$ cat config.mk
export PLATFORM = sky130hd
export DESIGN_NAME = conv_compute_flat
export DESIGN_NICKNAME = d
export VERILOG_FILES = /design/src/rtl/conv_compute_if.sv /design/src/rtl/conv_compute.sv /design/src/flat_wrapper.sv
export SDC_FILE = /design/constraint.sdc
export NUM_CORES = 2
export LEC_CHECK = 0
export ABC_AREA = 1
export BUFFER_PORTS_ARGS = -buffer_cell sky130_fd_sc_hd__buf_4
export CAP_MARGIN = 10
export CORE_ASPECT_RATIO = 1.25
export CORE_MARGIN = 5
export CORE_UTILIZATION = 55
export DETAILED_ROUTE_END_ITERATION = 8
export HOLD_SLACK_MARGIN = 0.03
export PLACE_DENSITY = 0.72
export SETUP_SLACK_MARGIN = 0.4
export SYNTH_ARGS = -nofsm -noshare
export SYNTH_HDL_FRONTEND = slang
export SYNTH_SLANG_ARGS = --single-unit
$ cat constraint.sdc
create_clock -name clk -period 12.4 [get_ports clk]
set_input_delay 0 -clock clk [delete_from_list [all_inputs] [get_ports clk]]
set_output_delay 0 -clock clk [all_outputs]
set_load 0.02 [all_outputs]
$ cat src/rtl/conv_compute_if.sv
// conv_compute_if: AXI-stream result channel driven by conv_compute.
//   OUT_TDATA  : signed convolution result, OUTW bits
//   OUT_TVALID : result valid
//   OUT_TREADY : downstream ready
//   OUT_TLAST  : high with the final result of a run
interface conv_compute_if #(
  parameter int unsigned OUTW = 52
);
  logic [OUTW-1:0] OUT_TDATA;
  logic            OUT_TVALID;
  logic            OUT_TREADY;
  logic            OUT_TLAST;

  modport master (output OUT_TDATA, output OUT_TVALID, output OUT_TLAST, input OUT_TREADY);
  modport slave  (input  OUT_TDATA, input  OUT_TVALID, input  OUT_TLAST, output OUT_TREADY);
endinterface

$ cat src/rtl/conv_compute.sv
// conv_compute: valid 2-D correlation engine, Y[i][j] = B + sum X[i+r][j+c]*W[r][c].
// Reads W (KxK) and X (RxC) through 1-cycle-latency synchronous read ports once
// inputs_loaded is high, streams (R-K+1)x(C-K+1) results in row-major order on
// out_if, then pulses compute_finished for one cycle.
// Ports:
//   clk, reset        clock, synchronous active-high reset
//   inputs_loaded     memories valid, K/B stable
//   K, B              filter size, signed bias
//   X_data, W_data    read data (1-cycle latency)
//   X_read_addr       row*C+col
//   W_read_addr       r*K+c
//   compute_finished  one-cycle done pulse
//   out_if            AXI-stream master (OUT_TDATA/TVALID/TREADY/TLAST)
// Optional build macro: CONV_RELU_EN clamps negative results to 0.
module conv_compute #(
  parameter int unsigned INW  = 24,
  parameter int unsigned R    = 9,
  parameter int unsigned C    = 8,
  parameter int unsigned MAXK = 4,
  parameter int unsigned OUTW = 52,
  localparam int unsigned K_BITS      = $clog2(MAXK + 1),
  localparam int unsigned X_ADDR_BITS = $clog2(R * C),
  localparam int unsigned W_ADDR_BITS = $clog2(MAXK * MAXK)
) (
  input  logic                   clk,
  input  logic                   reset,
  input  logic                   inputs_loaded,
  input  logic [K_BITS-1:0]      K,
  input  logic signed [INW-1:0]  B,
  input  logic signed [INW-1:0]  X_data,
  input  logic signed [INW-1:0]  W_data,
  output logic [X_ADDR_BITS-1:0] X_read_addr,
  output logic [W_ADDR_BITS-1:0] W_read_addr,
  output logic                   compute_finished,
  conv_compute_if.master         out_if
);
  localparam int unsigned I_BITS = $clog2(R + 1);
  localparam int unsigned J_BITS = $clog2(C + 1);
  localparam int unsigned N_BITS = $clog2(MAXK * MAXK + 1);
  localparam int unsigned PW     = 2 * INW;

  typedef enum logic [1:0] {S_IDLE, S_MAC, S_OUT, S_FINISH} state_e;

  state_e                  state_q, state_d;
  logic [K_BITS-1:0]       k_q, k_d;
  logic [I_BITS-1:0]       i_q, i_d;
  logic [J_BITS-1:0]       j_q, j_d;
  logic [N_BITS-1:0]       n_q, n_d;
  logic [K_BITS-1:0]       r_q, r_d;
  logic [K_BITS-1:0]       c_q, c_d;
  logic signed [OUTW-1:0]  acc_q, acc_d;
  logic [OUTW-1:0]         tdata_q, tdata_d;
  logic                    tlast_q, tlast_d;
  logic                    tvalid_q, tvalid_d;
  logic                    fin_q, fin_d;
  logic [X_ADDR_BITS-1:0]  xaddr_q, xaddr_d;
  logic [W_ADDR_BITS-1:0]  waddr_q, waddr_d;

  logic signed [PW-1:0]    prod_c;
  logic signed [OUTW-1:0]  sum_c;
  logic [OUTW-1:0]         res_c;
  logic [N_BITS-1:0]       kk_c;
  logic                    k_bad_c;
  logic                    last_pos_c;
  logic                    last_j_c;

  // X element address of tap (r,c) for output position (i,j)
  function automatic logic [X_ADDR_BITS-1:0] x_addr(input logic [I_BITS-1:0] i,
                                                     input logic [J_BITS-1:0] j,
                                                     input logic [K_BITS-1:0] r,
                                                     input logic [K_BITS-1:0] c);
    return X_ADDR_BITS'((int'(i) + int'(r)) * int'(C) + int'(j) + int'(c));
  endfunction

  // Datapath: product of the tap whose data is on the read ports this cycle
  assign prod_c = X_data * W_data;
  assign sum_c  = acc_q + OUTW'(prod_c);

`ifdef CONV_RELU_EN
  assign res_c = sum_c[OUTW-1] ? '0 : sum_c;
`else
  assign res_c = sum_c;
`endif

  assign kk_c       = N_BITS'(k_q) * N_BITS'(k_q);
  // K beyond MAXK would overrun the W address space, so it is treated like K>R/C
  assign k_bad_c    = (K == '0) || (int'(K) > int'(R)) || (int'(K) > int'(C)) ||
                      (int'(K) > int'(MAXK));
  assign last_j_c   = (int'(j_q) == int'(C) - int'(k_q));
  assign last_pos_c = (int'(i_q) == int'(R) - int'(k_q)) && last_j_c;

  // State and datapath registers
  always_ff @(posedge clk) begin
    if (reset) begin
      state_q  <= S_IDLE;
      k_q      <= '0;
      i_q      <= '0;
      j_q      <= '0;
      n_q      <= '0;
      r_q      <= '0;
      c_q      <= '0;
      acc_q    <= '0;
      tdata_q  <= '0;
      tlast_q  <= 1'b0;
      tvalid_q <= 1'b0;
      fin_q    <= 1'b0;
      xaddr_q  <= '0;
      waddr_q  <= '0;
    end else begin
      state_q  <= state_d;
      k_q      <= k_d;
      i_q      <= i_d;
      j_q      <= j_d;
      n_q      <= n_d;
      r_q      <= r_d;
      c_q      <= c_d;
      acc_q    <= acc_d;
      tdata_q  <= tdata_d;
      tlast_q  <= tlast_d;
      tvalid_q <= tvalid_d;
      fin_q    <= fin_d;
      xaddr_q  <= xaddr_d;
      waddr_q  <= waddr_d;
    end
  end

  // Next-state and registered-output logic; addresses default to 0
  always_comb begin
    state_d  = state_q;
    k_d      = k_q;
    i_d      = i_q;
    j_d      = j_q;
    n_d      = n_q;
    r_d      = r_q;
    c_d      = c_q;
    acc_d    = acc_q;
    tdata_d  = tdata_q;
    tlast_d  = tlast_q;
    tvalid_d = tvalid_q;
    fin_d    = 1'b0;
    xaddr_d  = '0;
    waddr_d  = '0;

    unique case (state_q)
      S_IDLE: begin
        if (inputs_loaded) begin
          k_d = K;
          if (k_bad_c) begin
            state_d = S_FINISH;
            fin_d   = 1'b1;
          end else begin
            state_d = S_MAC;
            i_d     = '0;
            j_d     = '0;
            n_d     = '0;
            r_d     = '0;
            c_d     = '0;
            xaddr_d = x_addr('0, '0, '0, '0);
            waddr_d = '0;
          end
        end
      end

      S_MAC: begin
        // Cycle n presents tap n's address; its data is accumulated in cycle n+1
        acc_d = (n_q == '0) ? OUTW'(B) : sum_c;
        if (n_q == kk_c) begin
          state_d  = S_OUT;
          tvalid_d = 1'b1;
          tdata_d  = res_c;
          tlast_d  = last_pos_c;
        end else begin
          n_d = n_q + N_BITS'(1);
          if (c_q == k_q - K_BITS'(1)) begin
            c_d = '0;
            r_d = r_q + K_BITS'(1);
          end else begin
            c_d = c_q + K_BITS'(1);
          end
          if (n_d < kk_c) begin
            xaddr_d = x_addr(i_q, j_q, r_d, c_d);
            waddr_d = W_ADDR_BITS'(n_d);
          end
        end
      end

      S_OUT: begin
        if (out_if.OUT_TREADY) begin
          tvalid_d = 1'b0;
          tlast_d  = 1'b0;
          if (tlast_q) begin
            state_d = S_FINISH;
            fin_d   = 1'b1;
          end else begin
            state_d = S_MAC;
            n_d     = '0;
            r_d     = '0;
            c_d     = '0;
            if (last_j_c) begin
              j_d = '0;
              i_d = i_q + I_BITS'(1);
            end else begin
              j_d = j_q + J_BITS'(1);
            end
            xaddr_d = x_addr(i_d, j_d, '0, '0);
            waddr_d = '0;
          end
        end
      end

      S_FINISH: begin
        state_d = S_IDLE;
        i_d     = '0;
        j_d     = '0;
      end

      default: state_d = S_IDLE;
    endcase
  end

  assign X_read_addr       = xaddr_q;
  assign W_read_addr       = waddr_q;
  assign compute_finished  = fin_q;
  assign out_if.OUT_TDATA  = tdata_q;
  assign out_if.OUT_TVALID = tvalid_q;
  assign out_if.OUT_TLAST  = tlast_q;

endmodule
$ cat src/flat_wrapper.sv
// flat-port wrapper written by rule: the top's interface ports become plain ports
module conv_compute_flat 
#(
  parameter int unsigned INW  = 24,
  parameter int unsigned R    = 9,
  parameter int unsigned C    = 8,
  parameter int unsigned MAXK = 4,
  parameter int unsigned OUTW = 52,
  localparam int unsigned K_BITS      = $clog2(MAXK + 1),
  localparam int unsigned X_ADDR_BITS = $clog2(R * C),
  localparam int unsigned W_ADDR_BITS = $clog2(MAXK * MAXK)
)
  (clk, reset, inputs_loaded, K, B, X_data, W_data, X_read_addr, W_read_addr, compute_finished, out_if_OUT_TDATA, out_if_OUT_TVALID, out_if_OUT_TLAST, out_if_OUT_TREADY);
  conv_compute_if #(.OUTW(OUTW)) out_if_i ();
  input  logic clk;
  input  logic reset;
  input  logic inputs_loaded;
  input  logic [K_BITS-1:0] K;
  input  logic signed [INW-1:0] B;
  input  logic signed [INW-1:0] X_data;
  input  logic signed [INW-1:0] W_data;
  output logic [X_ADDR_BITS-1:0] X_read_addr;
  output logic [W_ADDR_BITS-1:0] W_read_addr;
  output logic compute_finished;
  output wire logic [$bits(out_if_i.OUT_TDATA)-1:0] out_if_OUT_TDATA;
  output wire logic [$bits(out_if_i.OUT_TVALID)-1:0] out_if_OUT_TVALID;
  output wire logic [$bits(out_if_i.OUT_TLAST)-1:0] out_if_OUT_TLAST;
  input wire logic [$bits(out_if_i.OUT_TREADY)-1:0] out_if_OUT_TREADY;
  assign out_if_OUT_TDATA = out_if_i.OUT_TDATA;
  assign out_if_OUT_TVALID = out_if_i.OUT_TVALID;
  assign out_if_OUT_TLAST = out_if_i.OUT_TLAST;
  assign out_if_i.OUT_TREADY = out_if_OUT_TREADY;
  conv_compute #(.INW(INW), .R(R), .C(C), .MAXK(MAXK), .OUTW(OUTW)) u_core (.clk(clk), .reset(reset), .inputs_loaded(inputs_loaded), .K(K), .B(B), .X_data(X_data), .W_data(W_data), .X_read_addr(X_read_addr), .W_read_addr(W_read_addr), .compute_finished(compute_finished), .out_if(out_if_i));
endmodule
* Yosys cells after proc, flatten, opt, wreduce, memory -nomap -nowiden
Index checks and enable logic that the tools add are counted.
** Word-level totals
- Bits in registers :: 142
- Bits in latches :: 0
- RAM bits :: 0
- ROM bits :: 0
- Output and inout port bits :: 66
- Memories :: 0
** Cells by class
- Add/subtract/negate cells :: 13
- Multipliers :: 2
- Div/mod/pow operators :: 0
- $lt $le $gt $ge :: 2
- Eq/ne operators :: 13
- Shift-type cells :: 0
- Muxes and demuxes :: 58
- Bitwise logic cells :: 2
- Reductions and logical operators :: 15
** Operators by type and width (number)
- $eq 5x32->1 :: 2
- $mux 4 :: 14
- $add 52x48->52 :: 1
- $mux 52 :: 1
- $mul 24x24->48 :: 1
- $mux 3 :: 12
- $mux 7 :: 4
- $mux 5 :: 5
- $pmux 4 s3 :: 2
- $pmux 3 s3 :: 2
- $pmux 5 s3 :: 1
- $add 7x4->7 :: 2
- $pmux 7 s2 :: 1
- $mux 2 :: 5
- $ne 2x2->1 const B :: 5
- $sub 4x3->5 const A :: 2
- $add 4x1->4 const B :: 2
- $pmux 2 s4 :: 1
- $add 7x5->7 :: 1
- $mux 1 :: 7
- $add 3x1->3 const B :: 2
- $pmux 1 s2 :: 3
- $reduce_and 3->1 :: 2
- $reduce_and 6->1 :: 1
- other kinds (22) :: 26

* Depth between registers and ports, before layout
- Depth after elaboration :: 11
- Mapped depth :: 32
- Mapped depth without buffers :: 31

* Least setup slack after synthesis
No wires, ideal clock.
- Kind :: input -> register
- Start :: input port X_data[23]
- End :: register u_core.tdata_q[51], in the netlist u_core.out_if.OUT_TDATA[51]
- Library setup time :: 0.109 ns
- Data arrival time :: 6.058 ns
- Data required time :: 12.291 ns
- Slack :: 6.233 ns
- Cell stages on the path :: 28
- Path buffers :: 1
- Cell sequence :: clkbuf_1 > nand2_1 > inv_1 > fa_1 > fa_1 > fa_1 > inv_1 > fa_1 > inv_1 > fa_1 > fa_1 > inv_1 > fa_1 > inv_1 > ha_1 > nand2_1 > nor2_1 > inv_1 > nor2_1 > and2_1 > and2_1 > nand2_1 > nand3_1 > nand2_1 > nand2_1 > nand2_1 > nand2_1 > inv_1
** Between the ends
- Word-level cells in the longest chain between the ends :: 2
** Ends and longest elaborated chain
- start, declared :: RTL line flat_wrapper.sv:20 : input logic signed [INW-1:0] X_data;
- $mul 24x24->48 :: RTL line conv_compute.sv:76 : assign prod_c = X_data * W_data;
- $add 52x48->52 :: RTL line conv_compute.sv:77 : assign sum_c = acc_q + OUTW'(prod_c);
- end signal, assigned :: RTL line conv_compute.sv:118 : tdata_q <= tdata_d;
- end, declared :: RTL line conv_compute.sv:52 : logic [OUTW-1:0] tdata_q, tdata_d;
No other way between the ends.
A chain may end at the register's enable or synchronous reset.

* Worst setup path after layout
- Start :: input port X_data[23]
- End :: register u_core.tdata_q[47], in the netlist u_core.out_if.OUT_TDATA[47]
Same word-level chain as after synthesis.

==> results.md <==
- Outcome: complete, no violations
- Aggregate negative setup slack: 0 ns
- CP Launch Type: input port
- Area occupied by registers: 2843 um^2
- Die Ht: 281.0 um
- Total half-perimeter wirelength after legalization and detailed placement: 72170 um
- Antenna Violating Nets Remaining: 0
- Share of the synthesized area in compound gates (AO/OA/AOI/OAI): 4.689%
- Worst hold path type: in -> reg
- Number of vias per cell: 5.103
- Via count: 25980
- Top fanout value on the critical path: 24
- Slew Limit Headroom: 19.22%
- Number of fillers in the final layout: 5409
- Required time of the worst setup path: 12.75 ns
- Simple-gate share of the synthesized area: 18.76%
- Netlist area before placement: 32310 um^2
- Yosys reg bits: 142
- # nets final: 5276
- Share of synthesized area spent on multiplexers: 0%
- Synth warn: 0
- Drt drc: 0
- Ports: 145
- Met3 Use GR: 4.001%
- Total clock buffers created by CTS: 17
- Initial antenna violation count: 1
- Die X: 226.8 um
- Combinational family with the most area after synthesis: adder cells
- M2 GR Usage: 48.44%
- Total GRT Usage: 28.51%
- Synthesized area per cell: 7.576 um^2
- Most frequent cells in the layout: inv_1 (1259), nand2_1 (1203), fa_1 (679)
- Final setup vio count: 0
- GR Overflow Total: 0
- Critical path class: in -> reg
- Starting Density: 55.38%
- Number of max-cap violations: 0
- RSZ-0062 raised after global routing: no
- Final max-slew violation count: 0
- Floorplan die area: 63720 um^2
- Average detailed-routed wire length per instance: 16.94 um
- Clock transition at the registers of the reported paths: 0.06 ns
- Number of port buffers: 144
- Instance count of the mapped netlist: 4265
- DRC marker count from the first detailed-route iteration: 1735
- Share of synthesized cell area in full adder, half adder and majority cells: 49.70%
- Count of inserted antenna diode cells: 0
- Post-placement cell count: 5028
- First-pass GRT wire length: 143700 um
- Final Wtd Congestion: 0.9689
- Placement row count: 99
- Post-layout util: 59.38%
- First-pass detailed-route iteration total: 6
- CTS root buffer: clkbuf_16
- Area Growth Syn to Fin: 7.214%
- Hold Worst Slack: 0.07276 ns
- XOR/XNOR share of the synthesized area: 1.382%
- Total count of hold-check failures in the final report: 0
- Type of destination of the critical path: flip-flop
- Part of the cycle the worst path needs: 53.57%
- # H-tree levels: 4
- Min Clock Period, post-route: 6.642 ns
- Worst path arrival time: 6.99 ns
- Most common cell after layout, fill and taps aside: inv_1
- Fraction of the yosys area taken by sequential cells: 8.798%
- Core area: 58340 um^2
- Clk_lat worst skew: 0.46 ns
- Routed wire length: 86240 um
- CTS tree: done
- Ratio of cells with drive above 1 in the final layout: 5.284%
- Routing layer with the top usage in global route: met2
- Worst-Margin Slew: 1.210 ns
- Area taken by multi-input logic gates: 24080 um^2
- Maximum number of pins on one net before global-route repair: 94
- Bufs on Longest Clock Path: 2
- Number of unique standard cell types used by synthesis: 43
- Number of global-route vias before repair: 27650
- Global-route met1 utilization: 38.22%
- Max Clock Skew: 0.01274 ns
- Clock tree sinks: 142
- Post-route non-filler standard cell count: 5091
- Post-Syn Nets: 5220
- Maximum clock frequency: 0.1505 GHz
==> flip-flops by register name, summed over array words and instances, names as in the netlist <==
name / flops
u_core.state_q: 2
u_core.X_read_addr: 7
u_core.n_q: 5
u_core.out_if.OUT_TDATA: 52
u_core.r_q: 3
u_core.i_q: 4
u_core.out_if.OUT_TVALID: 1
u_core.acc_q: 52
u_core.compute_finished: 1
u_core.out_if.OUT_TLAST: 1
u_core.W_read_addr: 4
u_core.c_q: 3
u_core.k_q: 3
u_core.j_q: 4
==> layer usage <==
| layer | up-vias | share of wire [%] | routed length (um) |
|---|---|---|---|
| li1 | 12230 | - | - |
| met1 | 12670 | 42 | 35860 |
| met2 | 896 | 49 | 42160 |
| met3 | 172 | 6.4 | 5560 |
| met4 | 2 | 3.1 | 2650 |
| met5 | - | 0.013 | 11 |
==> worst max-delay path, stage by stage <==
cell	delay (ns)
buf_4	0.27
nand2_1	0.14
inv_1	0.15
fa_1	0.54
fa_1	0.91
fa_1	0.72
fa_1	0.78
inv_1	0.14
fa_1	0.50
inv_1	0.05
fa_1	0.47
inv_1	0.05
fa_1	0.49
inv_1	0.04
ha_1	0.39
nand2_1	0.12
inv_1	0.09
nand2_1	0.09
nor2_1	0.18
nand2_1	0.09
nor3_1	0.14
nand2_1	0.12
nand3_1	0.13
nand2_1	0.09
nand2_1	0.09
nand2_1	0.05
nand2_1	0.08
inv_1	0.03
==> final timing paths <==
path | start | endpoint | slack [ns] | depth (start not counted)
min reg2reg | u_core.out_if.OUT_TVALID | u_core.out_if.OUT_TVALID | 0.47 | 2
max | X_data[23] | u_core.out_if.OUT_TDATA[47] | 5.76 | 28
max reg2reg | u_core.acc_q[23] | u_core.acc_q[34] | 7.20 | 19
min | B[20] | u_core.acc_q[20] | 0.07 | 5
==> cell usage after synthesis, drive strengths merged <==
cell type | n | area (um^2)
inv | 1269 | 4763
nand2 | 1215 | 4596
fa | 679 | 13590
ha | 197 | 2465
dfxtp | 142 | 2843
a21oi | 122 | 610.6
clkbuf | 120 | 450.4
nor2 | 119 | 471.7
nand3 | 112 | 565.5
o21ai | 76 | 384.1
o211ai | 29 | 217.7
xor2 | 28 | 245.2
buf | 24 | 163.9
xnor2 | 23 | 201.4
nand4 | 22 | 137.6
nor3 | 19 | 105.1
or2 | 13 | 81.33
a21o | 11 | 82.58
o21bai | 11 | 82.58
o21a | 10 | 75.07
nand3b | 8 | 60.06
and2 | 5 | 31.28
a211oi | 4 | 42.54
a31oi | 2 | 12.51
clkinv | 2 | 8.750
a21boi | 1 | 7.510
and3 | 1 | 6.260
nor3b | 1 | 7.510
==> through the flow <==
| stage | worst slack, ns | cell area, um^2 |
|---|---|---|
| after floorplan | 6.233 | 32310 |
| after global placement | 5.466 | 33770 |
| after detailed placement | 5.341 | 33770 |
| after CTS | 5.796 | 34640 |
| after global routing | 5.364 | 34640 |
| final | 5.758 | 34640 |
==> timing repair <==
item,4_1_cts,5_1_grt
hold buffers,31,0
endpoints found under the hold margin,35,0
buffers inserted,0,0
endpoints found under the setup margin,0,0
resized for setup,0,0
==> cells by family after synthesis <==
logic type / after synthesis
AOI/OAI and AO/OA: 266
xor gates and xnor gates: 51
adders and majority gates: 876
buffers and inverters: 1415
DFF: 142
and+or+nand+nor: 1515
==> final cells by class <==
cell class	instances	share of cell area (%)
Inverter	1271	13.78
Timing Repair Buffer	181	4.146
Clock inverter	12	0.3251
Sequential cell	142	8.206
Clock buffer	20	1.289
Tap cell	757	2.734
Multi-Input combinational cell	2708	69.52
Power is left out: the tool's default activity adds up to more than one toggle a clock period on the data nets, which glitch-free logic cannot reach.
